## config.mk

```make
export PLATFORM = sky130hd
export DESIGN_NAME = operand_issue
export DESIGN_NICKNAME = d
export VERILOG_FILES = /design/src/rtl/operand_issue_pkg.sv /design/src/rtl/operand_issue_regfile.sv /design/src/rtl/operand_issue.sv
export SDC_FILE = /design/constraint.sdc
export NUM_CORES = 1
export LEC_CHECK = 0
export CAP_MARGIN = 20
export CORE_UTILIZATION = 58
export CTS_CLUSTER_DIAMETER = 80
export DETAILED_ROUTE_END_ITERATION = 10
export GPL_TIMING_DRIVEN = 0
export PLACE_DENSITY = 0.81
export SLEW_MARGIN = 20
export SYNTH_ARGS = -nofsm -noshare
export SYNTH_HDL_FRONTEND = slang
export SYNTH_SLANG_ARGS = --single-unit
```

## constraint.sdc

```tcl
create_clock -name clk -period 2.2 [get_ports clk]
set_input_delay 0.22 -clock clk [delete_from_list [all_inputs] [get_ports clk]]
set_output_delay 0.22 -clock clk [all_outputs]
set_load 0.005 [all_outputs]
```

## src/rtl/operand_issue_pkg.sv

```systemverilog
// ============================================================================
// Module  : operand_issue_pkg
// Brief   : Micro-op encodings, instruction field positions and decode helper
// Revision: 1.0
// ============================================================================
`default_nettype none

package operand_issue_pkg;

    localparam logic [4:0] UOP_NOP  = 5'd0;
    localparam logic [4:0] UOP_ADD  = 5'd1;
    localparam logic [4:0] UOP_SUB  = 5'd2;
    localparam logic [4:0] UOP_AND  = 5'd3;
    localparam logic [4:0] UOP_XOR  = 5'd4;
    localparam logic [4:0] UOP_CMP  = 5'd5;
    localparam logic [4:0] UOP_LSL  = 5'd6;
    localparam logic [4:0] UOP_LSR  = 5'd7;
    localparam logic [4:0] UOP_MOV  = 5'd8;
    localparam logic [4:0] UOP_LAST = 5'd8;

    localparam int OP_LSB  = 12;
    localparam int IMM_BIT = 11;
    localparam int RD_LSB  = 8;
    localparam int RN_LSB  = 5;
    localparam int RM_LSB  = 2;
    localparam int IMM_W   = 5;

    typedef struct packed {
        logic [4:0] uop;
        logic       wr_en;
        logic       use_rn;
        logic       use_rm;
        logic       zero_lhs;
        logic       zero_rhs;
        logic       illegal;
    } dec_t;

    // Op codes above UOP_LAST collapse to a NOP that reads and writes nothing.
    function automatic dec_t decode(input logic [15:0] instr);
        dec_t       d;
        logic [4:0] raw;
        logic       nop;
        logic       mov;
        raw        = {1'b0, instr[OP_LSB +: 4]};
        d.illegal  = raw > UOP_LAST;
        d.uop      = d.illegal ? UOP_NOP : raw;
        nop        = d.uop == UOP_NOP;
        mov        = d.uop == UOP_MOV;
        d.use_rn   = !nop && !mov;
        d.use_rm   = !instr[IMM_BIT] && !nop;
        d.wr_en    = !nop && (d.uop != UOP_CMP);
        d.zero_lhs = nop || mov;
        d.zero_rhs = nop;
        return d;
    endfunction

endpackage

`default_nettype wire

```

## src/rtl/operand_issue_regfile.sv

```systemverilog
// ============================================================================
// Module  : regfile_2r1w
// Brief   : Two async read ports, one write port, write-first read bypass
// Revision: 1.0
// ============================================================================
`default_nettype none

module regfile_2r1w #(
    parameter int DATA_W = 32,
    parameter int AW     = 3
) (
    input  logic              clk,
    input  logic              rst_n,
    input  logic              we,
    input  logic [AW-1:0]     waddr,
    input  logic [DATA_W-1:0] wdata,
    input  logic [AW-1:0]     raddr_a,
    output logic [DATA_W-1:0] rdata_a,
    input  logic [AW-1:0]     raddr_b,
    output logic [DATA_W-1:0] rdata_b
);

    localparam int NREG = 2 ** AW;

    logic [DATA_W-1:0] mem [NREG];

    always_ff @(posedge clk or negedge rst_n) begin
        if (!rst_n) begin
            for (int i = 0; i < NREG; i++) begin
                mem[i] <= '0;
            end
        end else if (we) begin
            mem[waddr] <= wdata;
        end
    end

    assign rdata_a = (we && (waddr == raddr_a)) ? wdata : mem[raddr_a];
    assign rdata_b = (we && (waddr == raddr_b)) ? wdata : mem[raddr_b];

endmodule

`default_nettype wire

```

## src/rtl/operand_issue.sv

```systemverilog
// ============================================================================
// Module  : operand_issue
// Brief   : Decode/operand-fetch stage with RAW scoreboard feeding the ALU.
//           Optional performance counters under macro ISSUE_PERF_EN.
// Revision: 1.0
// ============================================================================
`default_nettype none

module operand_issue
    import operand_issue_pkg::*;
#(
    parameter int DATA_W = 32,
    parameter int REG_AW = 3
) (
    input  logic              clk,
    input  logic              rst_n,
    input  logic              in_valid,
    output logic              in_ready,
    input  logic [15:0]       instr,
    output logic              out_valid,
    input  logic              out_ready,
    output logic [DATA_W-1:0] lhs,
    output logic [DATA_W-1:0] rhs,
    output logic [4:0]        uop,
    output logic [REG_AW-1:0] rd,
    output logic              wr_en,
    input  logic              wb_en,
    input  logic [REG_AW-1:0] wb_rd,
    input  logic [DATA_W-1:0] wb_data,
    output logic              illegal,
    output logic [31:0]       perf_issued,
    output logic [31:0]       perf_stalls
);

    localparam int NREG = 2 ** REG_AW;

    dec_t              dec;
    logic [REG_AW-1:0] rn_idx;
    logic [REG_AW-1:0] rm_idx;
    logic [REG_AW-1:0] rd_idx;
    logic [DATA_W-1:0] rn_data;
    logic [DATA_W-1:0] rm_data;
    logic [DATA_W-1:0] imm_ext;
    logic [DATA_W-1:0] lhs_next;
    logic [DATA_W-1:0] rhs_next;
    logic [NREG-1:0]   pending;
    logic [NREG-1:0]   pending_next;
    logic              hazard;
    logic              accept;

    assign dec     = decode(instr);
    assign rn_idx  = instr[RN_LSB +: REG_AW];
    assign rm_idx  = instr[RM_LSB +: REG_AW];
    assign rd_idx  = instr[RD_LSB +: REG_AW];
    assign imm_ext = {{(DATA_W-IMM_W){1'b0}}, instr[IMM_W-1:0]};

    regfile_2r1w #(
        .DATA_W (DATA_W),
        .AW     (REG_AW)
    ) u_rf (
        .clk     (clk),
        .rst_n   (rst_n),
        .we      (wb_en),
        .waddr   (wb_rd),
        .wdata   (wb_data),
        .raddr_a (rn_idx),
        .rdata_a (rn_data),
        .raddr_b (rm_idx),
        .rdata_b (rm_data)
    );

    // A pending source is harmless if its writeback lands this very cycle.
    assign hazard = (dec.use_rn && pending[rn_idx] && !(wb_en && (wb_rd == rn_idx)))
                 || (dec.use_rm && pending[rm_idx] && !(wb_en && (wb_rd == rm_idx)));

    assign in_ready = (!out_valid || out_ready) && !hazard;
    assign accept   = in_valid && in_ready;

    assign lhs_next = dec.zero_lhs ? '0 : rn_data;
    assign rhs_next = dec.zero_rhs ? '0 : (instr[IMM_BIT] ? imm_ext : rm_data);

    always_comb begin
        pending_next = pending;
        if (wb_en) begin
            pending_next[wb_rd] = 1'b0;
        end
        if (accept && dec.wr_en) begin
            pending_next[rd_idx] = 1'b1;
        end
    end

    always_ff @(posedge clk or negedge rst_n) begin
        if (!rst_n) begin
            out_valid <= 1'b0;
            lhs       <= '0;
            rhs       <= '0;
            uop       <= UOP_NOP;
            rd        <= '0;
            wr_en     <= 1'b0;
            pending   <= '0;
            illegal   <= 1'b0;
        end else begin
            pending <= pending_next;
            if (accept) begin
                out_valid <= 1'b1;
                lhs       <= lhs_next;
                rhs       <= rhs_next;
                uop       <= dec.uop;
                rd        <= rd_idx;
                wr_en     <= dec.wr_en;
                if (dec.illegal) begin
                    illegal <= 1'b1;
                end
            end else if (out_ready) begin
                out_valid <= 1'b0;
            end
        end
    end

`ifdef ISSUE_PERF_EN
    always_ff @(posedge clk or negedge rst_n) begin
        if (!rst_n) begin
            perf_issued <= '0;
            perf_stalls <= '0;
        end else begin
            if (accept) begin
                perf_issued <= perf_issued + 32'd1;
            end
            if (in_valid && hazard) begin
                perf_stalls <= perf_stalls + 32'd1;
            end
        end
    end
`else
    assign perf_issued = '0;
    assign perf_stalls = '0;
`endif

endmodule

`default_nettype wire

```

Word-level counts from Yosys, hierarchy flattened:

Cells that the tools add are included.

* input port bits: 56
* logic and storage cells: 92
* register bits: 339
* output and inout port bits: 140

* reduce and logical (&&, ||, !) cells: 28
* eq/ne operators: 4
* order comparisons: 11
* mux-type cells: 27
* bitwise logic cells: 6

Operators by type and width (count)
* 32-bit 2-to-1 mux: 10
* 256-bit bitwise mux: 1
* 32-bit binary-select mux with 3-bit select: 2
* 32-bit demux with 3-bit select: 1
* 3-bit by 4-bit < comparator with 1-bit output (second input constant): 4
* 8-bit 2-to-1 mux: 2
* 1-bit logical AND: 15
* 4-bit greater-or-equal comparator (second input constant): 3
* 3-bit inverter with 4-bit output: 3
* 8-bit AND: 1
* 8-bit inverter: 1
* 8-bit bitwise OR: 1
* 1-bit logical NOT: 7
* 1-bit binary-select mux with 3-bit select: 2
* 1-bit demux with 3-bit select: 2
* 3-bit equality test: 2
* 3-bit by 1-bit greater-or-equal comparator with 1-bit output (second input constant): 2
* 1-bit 2-to-1 mux: 6
* 5-bit logical NOT: 1
* 4-bit equality test (second input constant): 1
* 4-bit > comparator (second input constant): 1
* 4-bit by 1-bit < comparator with 1-bit output (second input constant): 1
* 4-bit 2-to-1 mux: 1
* 4-bit by 3-bit != test with 1-bit output (second input constant): 1
* 3 further kinds: 5

Longest topological paths before layout:

Gate-level depths: netlist of run 1.

* depth after elaboration: 13
* gate-level depth with buffers: 9
* depth with buffers taken out: 5

Modules after synthesis:

Synthesis of run 1 repeated with hierarchy kept, for this count alone.

* cells, all modules: 1332
* area, all modules: 19183.4 sq um

By module, submodules not included
* regfile_2r1w: cells each 888, times used 1, sequential area each 6406.1 sq um, area each 14696.6 sq um
* operand_issue: cells each 444, times used 1, sequential area each 2052.0 sq um, area each 4486.8 sq um

Worst setup path after synthesis of run 1:

OpenSTA, ideal clock, no wires.

* path kind: in2reg
* start point: in instr[4]
* end point: reg lhs[13]
* cell stages on the path: 8
* data required time: 2.073 ns
* arrival: 1.932 ns
* library setup time: 0.127 ns
* path slack: 0.141 ns
* buffers on the path: 3
* cells stage by stage: buf_2 nor2b_1 a22o_1 or4_4 nand4_2 buf_12 buf_12 mux2_1

* word-level cells in the longest chain between the ends: 8
* elaborated cells between the ends (all ways): 11
* classes of those cells: 1 x eq/ne; 2 x mux; 8 x reduce/logical

RTL lines
* start, declared: line operand_issue.sv:19 `input logic [15:0] instr,`
* 1-bit binary-select mux with 3-bit select / 3-bit equality test (equally long branches): line operand_issue.sv:74 `|| (dec.use_rm && pending[rm_idx] && !(wb_en && (wb_rd == rm_idx)));`
* 1-bit 2-to-1 mux (not written as such) / 1-bit logical AND (equally long branches): line operand_issue.sv:74
* 1-bit logical AND / 1-bit logical NOT (equally long branches): line operand_issue.sv:74
* 1-bit logical AND (*): line operand_issue.sv:74
* 1-bit logical OR (*): line operand_issue.sv:74
* 1-bit logical NOT (*): line operand_issue.sv:76 `assign in_ready = (!out_valid || out_ready) && !hazard;`
* 1-bit logical AND (*): line operand_issue.sv:76
* 1-bit logical AND (*): line operand_issue.sv:77 `assign accept = in_valid && in_ready;`
* end signal, assigned: line operand_issue.sv:106 `lhs <= lhs_next;`
* end, declared: line operand_issue.sv:22 `output logic [DATA_W-1:0] lhs,`

Mark *: on every way between the ends. The rest lies on a longest branch, timed or not. The select of a mux whose other input is x is not followed.
A chain may end at the register's enable or synchronous reset.

Worst setup path after layout of run 1:

* start point: in instr[3]
* end point: reg rhs[20]

* word-level cells in the longest chain between the ends: 8
* elaborated cells between the ends (all ways): 18
* classes of those cells: 1 x eq/ne; 8 x mux; 1 x bitwise; 8 x reduce/logical

RTL lines
* branches (longest 8 deep; another with 32-bit binary-select mux with 3-bit select)
* end signal, assigned: line operand_issue.sv:107 `rhs <= rhs_next;`
* end, declared: line operand_issue.sv:23 `output logic [DATA_W-1:0] rhs,`

Several ways; the timed one is not identified. The select of a mux whose other input is x is not followed.

==> results.json, run 1 <==
{
  "peakVddDrop_v": 0.0006577,
  "grt_usage_pct": 30.40,
  "hold_violations": 0,
  "core_area_um2": 30910,
  "clock-sinks": 338,
  "ant_nets": 0,
  "syn_area_um2": 18460,
  "clockBufferDepth": 3,
  "path_buf_inv": 4,
  "setup_viol": 70,
  "worstHoldEndpoint": "illegal$_DFFE_PN0P_",
  "clockRootBuffer": "clkbuf_16",
  "rr_worst_depth": 5,
  "max_freq_mhz": 435.7,
  "initial_core_util_pct": 59.71,
  "arrival_ns": 2.70,
  "avgViaCountPerCell": 6.375,
  "worst-r2r-setup-slack_ns": -0.09,
  "synth_top_area_cell": "dfrtp_1",
  "synth_top_area_share_pct": 45.83,
  "crit-reg2reg-launch": "u_rf.mem[1]$_DFFE_PN0P_",
  "r2r_end": "rhs[1]$_DFFE_PN0P_",
  "wire_per_inst_um": 25.28,
  "synthArstFlopShare_pct": 100.0,
  "max_slew_margin_pct": 29.16,
  "cts_buffers": 37,
  "vias": 12140,
  "nets": 1537,
  "leakagePower_nw": 9.362,
  "cts_tree": "yes",
  "final_layout_size_suffix_gt1_share_pct": 42.63,
  "antenna_found_initial": 3,
  "io-pin-count": 196,
  "power_frac_seq_pct": 43.2,
  "outcome": "finished, violations left",
  "fin_crit_ns": 2.295,
  "slew_viol_final": 0,
  "startpoint_type": "primary input",
  "die_y_um": 180.4,
  "worstPathRequired_ns": 2.61,
  "cp_slowest_stage_delay_ns": 0.79,
  "worstMarginPinSlew_ns": 1.063,
  "die_w_um": 180.4,
  "hp-class": "primary input to register",
  "grt_pass1_vias": 12660,
  "post-route-drc-count": 0,
  "netSwitchingFraction_pct": 26.82,
  "fin_total_pwr_mw": 19.98,
  "hold_start": "instr[15]",
  "n_fill_cell": 2106,
  "cts.clk_slew.worst_paths_ns": 0.06,
  "internal_power_mw": 14.62,
  "end_kind": "register",
  "p_clk_share_pct": 31.3,
  "fp-row-count": 64,
  "synth_cell_types": 44,
  "gp_congestion": 0.8715,
  "die_area_um2": 32540,
  "synth_cells": 1280,
  "ys_seq_area_share_pct": 45.83,
  "ys_ff_latch": 338,
  "syn_avg_cell_area_um2": 14.42,
  "finClkSkew_ns": 0.01777,
  "p_sw_mw": 5.360,
  "grt_max_degree": 103,
  "p_comb_share_pct": 25.5,
  "grt_pass1_wl_um": 75220,
  "first_iter_violations": 1266,
  "min_path_cells": 3,
  "clkLatencyLatePin_ns": 0.53,
  "cp_slowest_cell": "clkbuf_1",
  "ys.flop_type": "dfrtp_1",
  "rsz0062_at_grt": "yes",
  "syn_to_final_growth_pct": 16.62,
  "htree_levels": 2,
  "cp_max_fo": 10,
  "overflow": 0,
  "path_class": "primary input to register",
  "io_buffers": 88,
  "netlist_top_cells_area": "dfrtp_1, mux2_2, mux4_2",
  "maxCapViolations": 0,
  "path_cells": "dlygate4sd2_1 -> buf_6 -> buf_4 -> clkbuf_1 -> mux4_2 -> mux2i_1 -> a211oi_1 -> mux2_4",
  "wl_um": 48160,
  "crit_family": "buffers and inverters",
  "synth_edf_count": 0,
  "whs_ns": 0.1131,
  "violations": "setup timing",
  "place.detailed.hpwl_um": 30940,
  "finalWorstSetupSlack_ns": -0.09498,
  "period_share_pct": 104.3,
  "drtPass1Iterations": 7,
  "ys_warn_count": 0,
  "power.density_nw_per_um2": 928.5
}
[cells in the mapped netlist (2+ instances only)]
library cell  count
nor3_1            4
buf_1            33
nand4b_1          4
inv_1             8
buf_12            8
nand4_1           4
buf_4            67
or4_4             2
o22ai_1           6
dfrtp_1         338
nor2_1           62
nand2_1          14
mux4_2          129
clkbuf_1         61
and2_1            5
nor3b_1           4
a2111oi_0         6
buf_6             2
nor2b_1           7
mux2_4           63
mux2_1            7
nand2b_1          3
mux2i_1          63
o21ai_0           8
a211oi_1         63
nand3_1           4
buf_2            24
mux2_2          260
xnor2_1           6
[power by group through the flow]
stage	Sequential [mW]	Combinational, mW	Clock [mW]
floorplan	8.40	3.46	0
global placement	8.57	4.83	0
detailed placement	8.68	4.99	0
CTS	8.60	5.08	6.29
global route	8.80	5.42	6.54
finish	8.63	5.10	6.25
[timing repair]
item | in CTS | in global routing
setup endpoints to repair | 83 | 108
pin swaps | 5 | 1
hold buffers | 1 | 0
endpoints found under the hold margin | 68 | 0
setup buffers | 6 | 0
resized for setup | 30 | 14
[cells in the final DEF (no fill, tap or decap), types with 9 or more instances in the layout]
cell type	n
a211oi_1	63
buf_1	33
buf_2	23
buf_4	71
clkbuf_1	64
clkbuf_16	38
clkbuf_2	9
clkdlybuf4s50_1	81
conb_1	65
dfrtp_1	338
mux2_2	260
mux2_4	68
mux2i_1	63
mux4_2	129
nand2_1	14
nor2_1	62
[how the worst max path moves through the flow]
stage                               from                        end  slack [ns]  cells past startpoint
global placement                   rst_n  u_rf.mem[146]$_DFFE_PN0P_      -13.67                      1
global route        pending[0]$_DFF_PN0_                   in_ready       -0.09                      5
detailed placement              instr[3]        rhs[23]$_DFFE_PN0P_       -0.99                      8
floorplan                       instr[4]        lhs[13]$_DFFE_PN0P_        0.14                      8
CTS                 pending[0]$_DFF_PN0_                   in_ready       -0.04                      4
finish                          instr[3]        rhs[20]$_DFFE_PN0P_       -0.09                      8
[kinds of logic (layout without fill, tap and decap cells)]
group                     count (synthesis)  count (layout)  synth area share (%)
and+or+nand+nor                         120             120                 3.234
DFF                                     338             338                 45.83
AOI/OAI and AO/OA                        89              89                 3.593
xor gates and xnor gates                  6               6                0.2847
buffers and inverters                   204             366                 6.467
muxes                                   522             522                 40.57
other                                     1              68               0.02032
[per-layer routing]
metal	track usage, %	vias up	wire length, um
li1	-	5076	-
met1	41.12	6215	19080
met2	47.81	704	22820
met3	6.952	149	4400
met4	12.51	0	1865
met5	0	-	0
[stage by stage]
step	instances	TNS, ns	utilization (%)	instance area (um^2)	setup slack [ns]
floorplan	1344	0	-	18700	0.1407
global placement	1828	-4699.30	64.94	20070	-13.67
detailed placement	1831	-93.67	65.22	20160	-0.9945
CTS	1902	-0.2253	69.51	21480	-0.04139
global route	1904	-4.706	69.62	21520	-0.09180
finish	1905	-1.774	69.63	21520	-0.09498
[sequential cells by signal (all words and copies together) (netlist names)]
name       flops
u_rf.mem     256
rhs           32
uop            4
wr_en          1
lhs           32
out_valid      1
pending        8
rd             3
illegal        1
[cell type report]
| cell class | instances | area [um^2] | share of cell area [%] |
|---|---|---|---|
| clock inverter | 7 | 121.4 | 0.5639 |
| timing repair buffer | 98 | 1026 | 4.767 |
| buffer | 196 | 1190 | 5.528 |
| clock buffer | 57 | 1082 | 5.029 |
| antenna | 3 | 7.507 | 0.03488 |
| sequential | 338 | 8458 | 39.30 |
| tap | 396 | 495.5 | 2.302 |
| inverter | 8 | 30.03 | 0.1395 |
| multi-input combinational | 802 | 9112 | 42.34 |
[worst reg2reg max path, cell delays in order (launching register included)]
cell	delay [ns]
dfrtp_1	0.39
mux4_2	0.50
and2_1	0.17
a2111oi_0	0.69
a211oi_1	0.11
mux2_4	0.30
(Power assumes the default switching activity.)
==> run 2: changes to the inputs <==
Settings changed: TNS_END_PERCENT set to 100.
==> results of run 2 <==
Final layout, timing and power as in run 1 (identical DEF).
==> run 3: changes to the inputs <==
Settings changed: CORE_MARGIN set to 2, CORE_UTILIZATION 58 to 64, DONT_BUFFER_PORTS set to 1, PLACE_DENSITY 0.81 to 0.8.
==> results.json, run 3 (same netlist as run 1, synthesis figures left out) <==
{
  "internal_power_mw": 14.35,
  "p_comb_share_pct": 21.9,
  "wire_per_inst_um": 26.26,
  "arrival_ns": 2.60,
  "top_regs": "u_rf.mem x256, lhs x32, rhs x32",
  "rsz0062_at_grt": "yes",
  "htree_levels": 2,
  "antenna_found_initial": 3,
  "whs_ns": -0.5952,
  "fin_total_pwr_mw": 19.64,
  "grt_pass1_vias": 12440,
  "fp-row-count": 62,
  "cts_buffers": 37,
  "die_w_um": 173.8,
  "startpoint_type": "register",
  "max_freq_mhz": 457.6,
  "die_area_um2": 30210,
  "mostFrequentLayoutCells": "dfrtp_1, mux2_2, mux4_2",
  "syn_to_final_growth_pct": 12.46,
  "cp_slowest_cell": "or4_4",
  "post-route-drc-count": 0,
  "drtPass1Iterations": 7,
  "place_ws_ns": -0.5168,
  "final_common_cell": "dfrtp_1",
  "maxCapViolations": 0,
  "cts_tree": "yes",
  "initial_core_util_pct": 64.65,
  "first_iter_violations": 1113,
  "finalWorstSetupSlack_ns": 0.01477,
  "cts.clk_slew.worst_paths_ns": 0.06,
  "p_sw_mw": 5.287,
  "clockBufferDepth": 3,
  "fin_tns_setup_ns": 0,
  "end_kind": "register",
  "rr_worst_depth": 7,
  "setup_viol": 0,
  "avgViaCountPerCell": 6.469,
  "holdBufCountCts": 6,
  "gp_congestion": 0.8466,
  "finClkSkew_ns": 0.01477,
  "clkLatencyLatePin_ns": 0.54,
  "nets": 1452,
  "grt_pass1_wl_um": 72670,
  "overflow": 0,
  "grt_max_degree": 339,
  "instances_no_fill": 1811,
  "place.detailed.hpwl_um": 29650,
  "outcome": "finished, violations left",
  "top_register": "u_rf.mem",
  "slew_viol_final": 0,
  "io_buffers": 0,
  "ant_nets": 0,
  "cp_max_fo": 10,
  "power.density_nw_per_um2": 946.2,
  "peakVddDrop_v": 0.0006097,
  "clock-sinks": 338,
  "cp_slowest_stage_delay_ns": 0.54,
  "path_class": "register to register",
  "io-pin-count": 196,
  "fin_crit_ns": 2.185,
  "hp-class": "primary input to asynchronous set/reset pin",
  "path_cells": "mux2i_1 -> a22o_1 -> or4_4 -> nand4_4 -> buf_12 -> buf_12 -> mux2_4",
  "worst-r2r-setup-slack_ns": 0.01,
  "worstPathRequired_ns": 2.61,
  "netSwitchingFraction_pct": 26.92,
  "power_frac_seq_pct": 44.4,
  "crit-reg2reg-launch": "pending[0]$_DFF_PN0_",
  "final_layout_size_suffix_gt1_share_pct": 44.98,
  "worstMarginPinSlew_ns": 1.112,
  "die_y_um": 173.8,
  "leakagePower_nw": 9.094,
  "grt_usage_pct": 31.62,
  "core_area_um2": 28550,
  "violations": "hold timing",
  "hold_violations": 338,
  "r2r_end": "lhs[15]$_DFFE_PN0P_",
  "largest_register_ffs": 256,
  "period_share_pct": 99.33,
  "n_fill_cell": 1864,
  "cpMostUsedCell": "buf_12",
  "placed_cells": 1728,
  "wl_um": 47550,
  "clockRootBuffer": "clkbuf_16",
  "p_clk_share_pct": 33.7,
  "max_slew_margin_pct": 25.87,
  "vias": 11720
}
==> run 3: power by group through the flow <==
stage	clock network, mW	registers [mW]	logic [mW]
6_report	6.61	8.72	4.31
5_1_grt	6.95	8.87	4.56
4_1_cts	6.66	8.68	4.23
3_5_place_dp	0	8.75	4.11
3_3_place_gp	0	8.64	3.96
2_1_floorplan	0	8.40	3.46
==> run 3: layout make-up <==
type                            instances  area (um^2)  area share, %
Clock buffer                           53         1106          5.329
Buffer                                196         1177          5.672
Sequential cell                       338         8458          40.75
Timing Repair Buffer                   13        187.7         0.9042
Antenna cell                            2        5.005        0.02411
Multi-Input combinational cell        802         9106          43.87
Inverter                                8        30.03         0.1447
Clock inverter                         15        205.2         0.9886
Tap cell                              384        480.5          2.315
==> run 3: worst max path at each step <==
stage                    startpoint                         to  slack (ns)  depth (start not counted)
6_report       pending[0]$_DFF_PN0_        lhs[15]$_DFFE_PN0P_        0.01                          7
5_1_grt        pending[3]$_DFF_PN0_        lhs[15]$_DFFE_PN0P_       -0.03                          6
3_5_place_dp                  wb_en  u_rf.mem[215]$_DFFE_PN0P_       -0.52                          5
4_1_cts                       wb_en  u_rf.mem[215]$_DFFE_PN0P_       0.003                          5
2_1_floorplan              instr[4]        lhs[13]$_DFFE_PN0P_        0.14                          8
3_3_place_gp                  wb_en  u_rf.mem[214]$_DFFE_PN0P_       -0.44                          5
==> run 3: timing repair <==
item	4_1_cts	5_1_grt
setup endpoints to repair	5	52
hold endpoints to repair	353	338
pin swaps	2	0
buffers inserted	3	0
resized for setup	7	12
gates cloned	2	2
==> run 3: critical path, delay by kind of cell (launching register included) <==
kind                   cells  cell delay (ns)
AO/OA/AOI/OAI              1             0.19
buffers and inverters      2             0.37
flip-flops                 1             0.40
AND/OR/NAND/NOR            2             0.67
multiplexers               2             0.42
==> run 3: layer usage <==
layer / vias up / wire, um / track usage, %
met4: 0 / 1846 / 12.57
met5: - / 0 / 0
li1: 4909 / - / -
met3: 136 / 3556 / 5.899
met2: 580 / 23860 / 52.84
met1: 6090 / 18280 / 41.40
==> run 3: through the flow <==
| stage | area [um^2] | utilization (%) | hold WS [ns] |
|---|---|---|---|
| floorplan | 18700 | - | -0.07559 |
| global placement | 19180 | 67.18 | -0.06538 |
| detailed placement | 19180 | 67.18 | -0.05611 |
| CTS | 20670 | 72.39 | -0.6183 |
| global route | 20750 | 72.70 | -0.6038 |
| finish | 20760 | 72.71 | -0.5952 |
